**src/rtl/mc_ctrl.sv**
```systemverilog
// mc_ctrl: multi-cycle control FSM for a MIPS subset (addu/subu/ori/lui/lw/sw/beq/j/jal/jr).
// Optional feature macro MC_CTRL_ILLEGAL_TRAP_EN: unsupported instructions halt instead of NOP.
module mc_ctrl (
    input  logic        mc_ctrl_i_clk,
    input  logic        mc_ctrl_i_rst_n,
    input  logic [31:0] mc_ctrl_i_instr,
    input  logic        mc_ctrl_i_zero,
    input  logic        mc_ctrl_i_mem_ack,
    output logic        mc_ctrl_o_mem_req,
    output logic        mc_ctrl_o_mem_we,
    output logic        mc_ctrl_o_mem_isel,
    output logic        mc_ctrl_o_ir_we,
    output logic        mc_ctrl_o_pc_we,
    output logic [1:0]  mc_ctrl_o_pc_src,
    output logic [2:0]  mc_ctrl_o_alu_op,
    output logic [2:0]  mc_ctrl_o_alu_op2_sel,
    output logic [2:0]  mc_ctrl_o_reg_waddr_sel,
    output logic [2:0]  mc_ctrl_o_reg_wdata_sel,
    output logic        mc_ctrl_o_reg_we,
    output logic [2:0]  mc_ctrl_o_state,
    output logic [31:0] mc_ctrl_o_retired
);

    typedef enum logic [2:0] {
        StFetch  = 3'd0,
        StDecode = 3'd1,
        StExec   = 3'd2,
        StMem    = 3'd3,
        StWb     = 3'd4,
        StHalt   = 3'd5
    } state_e;

    localparam logic [5:0] OpRtype = 6'h00;
    localparam logic [5:0] OpJ     = 6'h02;
    localparam logic [5:0] OpJal   = 6'h03;
    localparam logic [5:0] OpBeq   = 6'h04;
    localparam logic [5:0] OpOri   = 6'h0D;
    localparam logic [5:0] OpLui   = 6'h0F;
    localparam logic [5:0] OpLw    = 6'h23;
    localparam logic [5:0] OpSw    = 6'h2B;
    localparam logic [5:0] FnJr    = 6'h08;
    localparam logic [5:0] FnAddu  = 6'h21;
    localparam logic [5:0] FnSubu  = 6'h23;

    localparam logic [1:0] PcPlus4  = 2'd0;
    localparam logic [1:0] PcBranch = 2'd1;
    localparam logic [1:0] PcJump   = 2'd2;
    localparam logic [1:0] PcReg    = 2'd3;

    localparam logic [2:0] AluAdd = 3'd0;
    localparam logic [2:0] AluSub = 3'd1;
    localparam logic [2:0] AluOr  = 3'd2;
    localparam logic [2:0] AluLui = 3'd3;

    localparam logic [2:0] SelReg  = 3'd0;
    localparam logic [2:0] SelExt  = 3'd1;
    localparam logic [2:0] WaRd    = 3'd0;
    localparam logic [2:0] WaRt    = 3'd1;
    localparam logic [2:0] WaLink  = 3'd2;
    localparam logic [2:0] WdAlu   = 3'd0;
    localparam logic [2:0] WdMem   = 3'd1;
    localparam logic [2:0] WdLink  = 3'd2;

    state_e      state_q, state_d;
    logic [31:0] retired_q, retired_d;

    logic [5:0] opcode, funct;
    logic is_addu, is_subu, is_ori, is_lui, is_lw, is_sw, is_beq, is_j, is_jal, is_jr;
    logic is_supported;
    logic unused_instr;

    logic       mem_req, mem_we, mem_isel, ir_we, pc_we, reg_we;
    logic [1:0] pc_src;
    logic [2:0] alu_op, op2_sel, waddr_sel, wdata_sel;
    logic       retire;

    assign opcode       = mc_ctrl_i_instr[31:26];
    assign funct        = mc_ctrl_i_instr[5:0];
    assign unused_instr = ^mc_ctrl_i_instr[25:6];

    always_comb begin
        is_addu = (opcode == OpRtype) && (funct == FnAddu);
        is_subu = (opcode == OpRtype) && (funct == FnSubu);
        is_jr   = (opcode == OpRtype) && (funct == FnJr);
        is_ori  = (opcode == OpOri);
        is_lui  = (opcode == OpLui);
        is_lw   = (opcode == OpLw);
        is_sw   = (opcode == OpSw);
        is_beq  = (opcode == OpBeq);
        is_j    = (opcode == OpJ);
        is_jal  = (opcode == OpJal);
        is_supported = is_addu | is_subu | is_jr | is_ori | is_lui | is_lw | is_sw | is_beq |
                       is_j | is_jal;
    end

    always_comb begin
        state_d   = state_q;
        mem_req   = 1'b0;
        mem_we    = 1'b0;
        mem_isel  = 1'b0;
        ir_we     = 1'b0;
        pc_we     = 1'b0;
        reg_we    = 1'b0;
        pc_src    = PcPlus4;
        alu_op    = AluAdd;
        op2_sel   = SelReg;
        waddr_sel = WaRd;
        wdata_sel = WdAlu;

        case (state_q)
            StFetch: begin
                mem_req  = 1'b1;
                mem_isel = 1'b1;
                if (mc_ctrl_i_mem_ack) begin
                    ir_we   = 1'b1;
                    pc_we   = 1'b1;
                    pc_src  = PcPlus4;
                    state_d = StDecode;
                end
            end
            StDecode: begin
                if (is_j) begin
                    pc_we   = 1'b1;
                    pc_src  = PcJump;
                    state_d = StFetch;
                end else if (is_jal) begin
                    pc_we     = 1'b1;
                    pc_src    = PcJump;
                    reg_we    = 1'b1;
                    waddr_sel = WaLink;
                    wdata_sel = WdLink;
                    state_d   = StFetch;
                end else if (is_jr) begin
                    pc_we   = 1'b1;
                    pc_src  = PcReg;
                    state_d = StFetch;
                end else if (is_supported) begin
                    state_d = StExec;
                end else begin
`ifdef MC_CTRL_ILLEGAL_TRAP_EN
                    state_d = StHalt;
`else
                    state_d = StFetch;
`endif
                end
            end
            StExec: begin
                state_d = StFetch;
                if (is_addu || is_subu) begin
                    alu_op  = is_subu ? AluSub : AluAdd;
                    op2_sel = SelReg;
                    state_d = StWb;
                end else if (is_ori) begin
                    alu_op  = AluOr;
                    op2_sel = SelExt;
                    state_d = StWb;
                end else if (is_lui) begin
                    alu_op  = AluLui;
                    op2_sel = SelExt;
                    state_d = StWb;
                end else if (is_lw || is_sw) begin
                    alu_op  = AluAdd;
                    op2_sel = SelExt;
                    state_d = StMem;
                end else if (is_beq) begin
                    alu_op  = AluSub;
                    op2_sel = SelReg;
                    pc_we   = mc_ctrl_i_zero;
                    pc_src  = PcBranch;
                end
            end
            StMem: begin
                mem_req  = 1'b1;
                mem_isel = 1'b0;
                mem_we   = is_sw;
                if (mc_ctrl_i_mem_ack) begin
                    state_d = is_lw ? StWb : StFetch;
                end
            end
            StWb: begin
                reg_we  = 1'b1;
                state_d = StFetch;
                if (is_ori || is_lui) begin
                    waddr_sel = WaRt;
                end else if (is_lw) begin
                    waddr_sel = WaRt;
                    wdata_sel = WdMem;
                end
            end
            StHalt: begin
                state_d = StHalt;
            end
            default: begin
                state_d = StFetch;
            end
        endcase
    end

    // Only instruction-ending transitions count; stray codes 6/7 recovering to FETCH do not.
    always_comb begin
        retire = (state_d == StFetch) &&
                 (state_q inside {StDecode, StExec, StMem, StWb});
        retired_d = retire ? retired_q + 32'd1 : retired_q;
    end

    always_ff @(posedge mc_ctrl_i_clk or negedge mc_ctrl_i_rst_n) begin
        if (!mc_ctrl_i_rst_n) begin
            state_q   <= StFetch;
            retired_q <= '0;
        end else begin
            state_q   <= state_d;
            retired_q <= retired_d;
        end
    end

    // Reset forces every strobe low immediately, even with a request outstanding.
    assign mc_ctrl_o_mem_req       = mc_ctrl_i_rst_n & mem_req;
    assign mc_ctrl_o_mem_we        = mc_ctrl_i_rst_n & mem_we;
    assign mc_ctrl_o_mem_isel      = mc_ctrl_i_rst_n & mem_isel;
    assign mc_ctrl_o_ir_we         = mc_ctrl_i_rst_n & ir_we;
    assign mc_ctrl_o_pc_we         = mc_ctrl_i_rst_n & pc_we;
    assign mc_ctrl_o_reg_we        = mc_ctrl_i_rst_n & reg_we;
    assign mc_ctrl_o_pc_src        = mc_ctrl_i_rst_n ? pc_src    : 2'd0;
    assign mc_ctrl_o_alu_op        = mc_ctrl_i_rst_n ? alu_op    : 3'd0;
    assign mc_ctrl_o_alu_op2_sel   = mc_ctrl_i_rst_n ? op2_sel   : 3'd0;
    assign mc_ctrl_o_reg_waddr_sel = mc_ctrl_i_rst_n ? waddr_sel : 3'd0;
    assign mc_ctrl_o_reg_wdata_sel = mc_ctrl_i_rst_n ? wdata_sel : 3'd0;
    assign mc_ctrl_o_state         = state_q;
    assign mc_ctrl_o_retired       = retired_q;

endmodule

```
**config.mk**
```make
export PLATFORM = sky130hd
export DESIGN_NAME = mc_ctrl
export DESIGN_NICKNAME = d
export VERILOG_FILES = /design/src/rtl/mc_ctrl.sv
export SDC_FILE = /design/constraint.sdc
export NUM_CORES = 1
export LEC_CHECK = 0
export CAP_MARGIN = 0
export CELL_PAD_IN_SITES_DETAIL_PLACEMENT = 0
export CELL_PAD_IN_SITES_GLOBAL_PLACEMENT = 1
export CORE_ASPECT_RATIO = 0.7
export CORE_MARGIN = 10
export CORE_UTILIZATION = 32
export CTS_CLUSTER_SIZE = 20
export DETAILED_ROUTE_END_ITERATION = 10
export PLACE_DENSITY_LB_ADDON = 0.1
export SLEW_MARGIN = 15
export SYNTH_ARGS = -nofsm -noshare
export SYNTH_HDL_FRONTEND = slang
export SYNTH_SLANG_ARGS = --single-unit
```
**constraint.sdc**
```tcl
create_clock -name mc_ctrl_i_clk -period 2.1 [get_ports mc_ctrl_i_clk]
set_input_delay 0.42 -clock mc_ctrl_i_clk [delete_from_list [all_inputs] [get_ports mc_ctrl_i_clk]]
set_output_delay 0.42 -clock mc_ctrl_i_clk [all_outputs]
set_load 0.01 [all_outputs]
```
# Word-level counts from Yosys, hierarchy flattened
# Index checks and enable logic that the tools add are counted.
dict set report totals {
  reg_bits 35
  inputBits 36
  out_inout_bits 55
  elab_cells 107
}
dict set report op_classes {
  addsub 1
  n_eq_ne 15
  muxes 62
  bitwise_logic 15
  reduce_logical 12
}
# cell n
set op_table {}
lappend op_table {{adder 32 x 1 -> 32 bit (second input constant)} 1}
lappend op_table {{two-way mux 1 bit} 31}
lappend op_table {{two-way mux 2 bit} 15}
lappend op_table {{two-way mux 3 bit} 10}
lappend op_table {{== test 6 bit (second input constant)} 4}
lappend op_table {{== test 6 x 4 -> 1 bit (second input constant)} 3}
lappend op_table {{case mux 3 bit (5 select lines)} 1}
lappend op_table {{== test 6 x 2 -> 1 bit (second input constant)} 2}
lappend op_table {{case mux 2 bit (2 select lines)} 3}
lappend op_table {{OR 1 bit} 9}
lappend op_table {{AND 1 bit} 6}
lappend op_table {{== test 3 x 2 -> 1 bit (second input constant)} 2}
lappend op_table {{== test 3 bit (second input constant)} 2}
lappend op_table {{== test 6 x 3 -> 1 bit (second input constant)} 1}
lappend op_table {{logical NOT 3 bit} 2}
lappend op_table {{logical NOT 6 bit} 1}
lappend op_table {{logical AND 1 bit} 4}
lappend op_table {{nonzero test 4 bit} 1}
lappend op_table {{== test 3 x 1 -> 1 bit (second input constant)} 1}
lappend op_table {{logical OR 1 bit} 3}
lappend op_table {{case mux 1 bit (3 select lines)} 1}
lappend op_table {{case mux 1 bit (2 select lines)} 1}
lappend op_table {{OR reduction 2 bit} 1}

# Logic depth before layout (Yosys ltp)
# Gate-level depths: netlist of the first run.
dict set report depth {
  depth_word 18
  mapped_depth 8
  depth_no_buf 7
}

# Worst setup path before layout of the first run
# No wires, ideal clock.
dict set report synth_timing {
  path_kind {input -> register}
  start {in mc_ctrl_i_instr[29]}
  end {reg retired_q[1] (netlist: mc_ctrl_o_retired[1])}
  setup_ns 0.128
  t_arrival_ns 1.902
  required_time_ns 1.972
  setup_slack_ns 0.070
  cell_stages 7
  n_path_buf 1
  path_cell_list {buf_2 -> nor4_4 -> nand3_1 -> a211o_2 -> o21a_4 -> nand2_1 -> mux2_1}
}
dict set report synth_between {
  elab_chain_len 18
  word_cells_on_any_way 35
  cone_classes {eq/ne (7); mux (11); bitwise (9); reduce/logical (8)}
}
# item line
set synth_lines {}
lappend synth_lines {{from (decl)} 6} ;# input logic [31:0] mc_ctrl_i_instr,
lappend synth_lines {{logical NOT 6 bit} {82, 83, 84}}
lappend synth_lines {{logical AND 1 bit (on tied branches)} {82, 83}}
lappend synth_lines {{OR 1 bit (8 in series)} 92} ;# is_supported = is_addu | is_subu | is_jr | is_ori | is_lui | is_lw | is_sw | is_beq |
lappend synth_lines {{OR 1 bit} 93} ;# is_j | is_jal;
lappend synth_lines {{two-way mux 2 bit} 137} ;# end else if (is_supported) begin
lappend synth_lines {{two-way mux 2 bit} 133} ;# end else if (is_jr) begin
lappend synth_lines {{two-way mux 2 bit} 126} ;# end else if (is_jal) begin
lappend synth_lines {{two-way mux 2 bit} 122} ;# if (is_j) begin
lappend synth_lines {{case mux 3 bit (5 select lines) *} 110} ;# case (state_q)
lappend synth_lines {{logical NOT 3 bit *} 201} ;# retire = (state_d == StFetch) &&
lappend synth_lines {{logical AND 1 bit *} 201}
lappend synth_lines {{to (signal assigned)} 212} ;# retired_q <= retired_d;
lappend synth_lines {{to (decl)} 65} ;# logic [31:0] retired_q, retired_d;
# Every way passes the cells marked *; elsewhere a longest branch is shown, timed or not.
# A chain may end at the register's enable or synchronous reset.

# Worst setup path after layout of the first run
dict set report layout_timing {
  start {in mc_ctrl_i_instr[29]}
  end {out mc_ctrl_o_alu_op[0]}
}
dict set report layout_between {
  elab_chain_len 8
  word_cells_on_any_way 18
  cone_classes {eq/ne (5); mux (8); reduce/logical (5)}
}
# item line
set layout_lines {}
lappend layout_lines {{== test 6 x 3 -> 1 bit, or another cell as far along} 89} ;# is_beq = (opcode == OpBeq);
lappend layout_lines {{two-way mux 1 bit or logical OR 1 bit (tied branches)} {165, 161}}
lappend layout_lines {{two-way mux 1 bit} 161} ;# end else if (is_lw || is_sw) begin
lappend layout_lines {{two-way mux 2 bit} 157} ;# end else if (is_lui) begin
lappend layout_lines {{two-way mux 2 bit} 153} ;# end else if (is_ori) begin
lappend layout_lines {{two-way mux 2 bit *} 149} ;# if (is_addu || is_subu) begin
lappend layout_lines {{two-way mux 2 bit *} 110}
lappend layout_lines {{two-way mux 3 bit *} 224} ;# assign mc_ctrl_o_alu_op = mc_ctrl_i_rst_n ? alu_op : 3'd0;
lappend layout_lines {{to (decl)} 15} ;# output logic [2:0] mc_ctrl_o_alu_op,
# Marks and branches as above.

==> results of run 1 <==
-- metal layers --
layer  wire [um]  track usage, %  vias up
met5           0               0        -
met4          17            2.32        0
met3         337            3.79        3
met2        2710            17.7       45
met1        3530            18.1      986
li1            -               -     1030
-- sequential cells by signal (all words and copies together), names as in the netlist --
signal / cells
mc_ctrl_o_state: 3
mc_ctrl_o_retired: 32
-- kinds of logic (layout without fill, tap and decap cells) --
kind of cell	count (synthesis)	in the layout	synth area share, %
AO/OA/AOI/OAI	24	24	9.96
XOR/XNOR	32	32	12.7
adder cells (fa/ha/maj)	1	1	0.569
buffers and inverters	21	138	5.18
flip-flops	35	35	39.8
multiplexers	1	1	0.512
other	1	5	0.171
AND/OR/NAND/NOR	111	111	31.0
-- critical path: stages --
cell and delay (ns):
buf_12 0.11, or3_4 0.39, a2111oi_4 0.33, a21oi_1 0.07
nor3_1 0.17, buf_2 0.16
-- final timing paths --
check                       depth (start not counted)  slack, ns                              start                                end
max reg2reg                                         6       0.08       mc_ctrl_o_state[1]$_DFF_PN0_   mc_ctrl_o_retired[1]$_DFFE_PN0P_
max in group asynchronous                           3       1.46                    mc_ctrl_i_rst_n       mc_ctrl_o_state[1]$_DFF_PN0_
min                                                 3       0.25                    mc_ctrl_i_rst_n  mc_ctrl_o_retired[17]$_DFFE_PN0P_
max                                                 6       0.02                mc_ctrl_i_instr[29]                mc_ctrl_o_alu_op[0]
min reg2reg                                         1       0.46  mc_ctrl_o_retired[31]$_DFFE_PN0P_  mc_ctrl_o_retired[31]$_DFFE_PN0P_
min in group mc_ctrl_i_clk                          1       0.46  mc_ctrl_o_retired[31]$_DFFE_PN0P_  mc_ctrl_o_retired[31]$_DFFE_PN0P_
-- placed cells by master, fill, tap and decap left out, types with 5 or more instances in the layout --
cell             Yosys  routed
buf_4                6      54
clkdlybuf4s50_1      0      36
dfrtp_1             35      33
xnor2_1             20      20
nor2_1              19      16
nand2_1             13      12
nand3_1             14      12
xor2_1              12      12
nand4_1             10      10
dlygate4sd2_1        0       9
inv_1                9       8
nor3_1              11       7
and3_1              10       7
buf_2                4       7
nor3_2               3       6
clkbuf_8             0       6
clkbuf_2             0       6
a21oi_1              5       5
conb_1               1       5
-- final cells by class --
cell class | count | share of cell area [%]
clock buffer | 6 | 2.33
clock inverter | 1 | 0.141
inverter | 9 | 0.953
multi-input combinational | 174 | 38.8
sequential | 35 | 24.8
tap | 94 | 3.32
timing repair buffer | 122 | 29.6
-- timing repair --
action	in CTS	in global routing
hold endpoints to repair	0	0
endpoints found under the setup margin	47	40
gates cloned	0	0
pin swaps	15	20
setup buffers	6	7
gates resized for setup	79	56
-- power groups by stage --
stage	Sequential, mW	Clock [mW]	Combinational, mW
finish	0.801	0.491	0.504
global route	0.812	0.536	0.551
CTS	0.800	0.504	0.489
detailed placement	0.807	0	0.486
global placement	0.811	0	0.483
floorplan	0.825	0	0.197
==> results by group, run 1 <==
Drt
  • Iteration-0 DRC Markers: 54
  • Vias per inst: 4.68
  • Drt pass-1 iters: 4
  • Detail Route Antenna Nets: 0
  • Via count: between 2000 and 2500
  • WL/cell: 14.9 um
  • Post-Route WL: between 6000 and 7000 um
  • Drt drc: 0

Power
  • Clock power share: ~27%
  • Max VDD drop: between 0.0004 and 0.0005 V
  • Pint: 1.26 mW
  • Switch Pwr: ~0.53 mW
  • Pleak: between 1.5 and 2 nW
  • Sw frac: 29.7%
  • Flop pwr share: between 40% and 50%
  • Design Power: roughly 1.8 mW
  • Pwr dens: 507 nW/um2
  • Combinational share of power: between 20% and 30%

Timing
  • Slew Limit Fails: 0
  • Fin crit share: around 100%
  • Worst hold slack: between 0.2 and 0.3 ns
  • Final worst slack: 0.0184 ns
  • Final worst path period need: 2.08 ns
  • Post-Route Setup TNS: 0 ns
  • Setup violators final: 0
  • RSZ-0062 raised after global routing: true
  • Final Hold Vio Count: 0
  • Max Clk Rate: a little under 500 MHz
  • Setup Skew: approximately 0.0056 ns

Floorplan
  • Number of I/O pins: between 90 and 100
  • Die Y: just under 90 um
  • CORE AREA: ~6700 um2
  • Chip width: 119 um
  • Rows: 25
  • Initial core utilization: between 30 and 40%
  • Die area: 10600 um2

Synthesis
  • Mapped Cells: 226
  • Most frequent cell after synthesis: dfrtp_1
  • Yosys cell types: 50
  • Post-Synthesis Cell Area: 2200 um2
  • Warnings from Yosys: 0
  • Ys flop type: dfrtp_1
  • Synth area leaders: dfrtp_1 (40%), xnor2_1 (8.0%), xor2_1 (4.8%), nor2_1 (3.2%), nand3_1 (3.2%)
  • Ys async rst share: between 90% and 100%
  • List of most frequent post-synthesis cells: dfrtp_1 (35), xnor2_1 (20), nor2_1 (19)
  • Sequential share of the synthesized area: roughly two fifths
  • Flops & latches, synth: 35
  • Post-synth top area share: between 30% and 40%
  • Largest area contributor in the netlist: dfrtp_1
  • EDFF count, synth: 0
  • Syn Area/Cell: roughly 9.7 um2

Place
  • Worst slack at placement: -0.895 ns
  • I/O Buffers: 65
  • DP Area: roughly 3200 um2
  • RePlAce Congestion: slightly below 0.8
  • Post-DP HPWL: 5110 um
  • DP Cell Count: between 400 and 500

Global routing
  • Gr usage total: between 10% and 20%
  • First-pass GRT wire length: between 10000 and 15000 um
  • Initial antenna violation count: 0
  • Largest net degree at the start of global routing: 30
  • Vias in the first global route: approximately 2200
  • Global route overflow: 0

Finish
  • Layout cell share with drive strength beyond 1: ~37%
  • Sequential Area: 878 um2
  • Layout Nets: between 300 and 400
  • Layout area overhead: 61.2%
  • Post-Layout Inst Area: roughly 3500 um2
  • # fillers: about 610
  • ANT cells: 0
  • Multi-input gate area: approximately 1400 um2
  • Non-filler cells, final: 441
  • Layout Utilization: between 50% and 60%

Setup path
  • Startpoint types: input port
  • Critical path data required time: between 1.5 and 2 ns
  • Critical path peak fanout: 6
  • Worst Path Arrival: between 1.5 and 2 ns
  • Crit. End Element: primary output
  • Crit Path Class: in -> out

Clock network
  • Hold_buf cts: 0
  • H-tree Lvls: 2
  • CTS tree: built
  • Clock buffer depth: 2
  • Sinks on Clock Net: 35
  • Root Buffer: clkbuf_8
  • Clk Latency, worst-skew pair: roughly 0.28 ns
  • Worst-path clk slew: approximately 0.070 ns
  • TritonCTS buffer count: 5

Outcome
  • Outcome: finished, final reports clean

Min path
  • Hold Path Class: in -> async

Job
  • Max-cap violation count: 0
No activity file was read; power rests on OpenSTA's default activity.
==> inputs of run 2 (changes only) <==
CAP_MARGIN = default   (was 0)
==> results of run 2 <==
The final DEF is identical to that of run 1; final timing and power are the same.
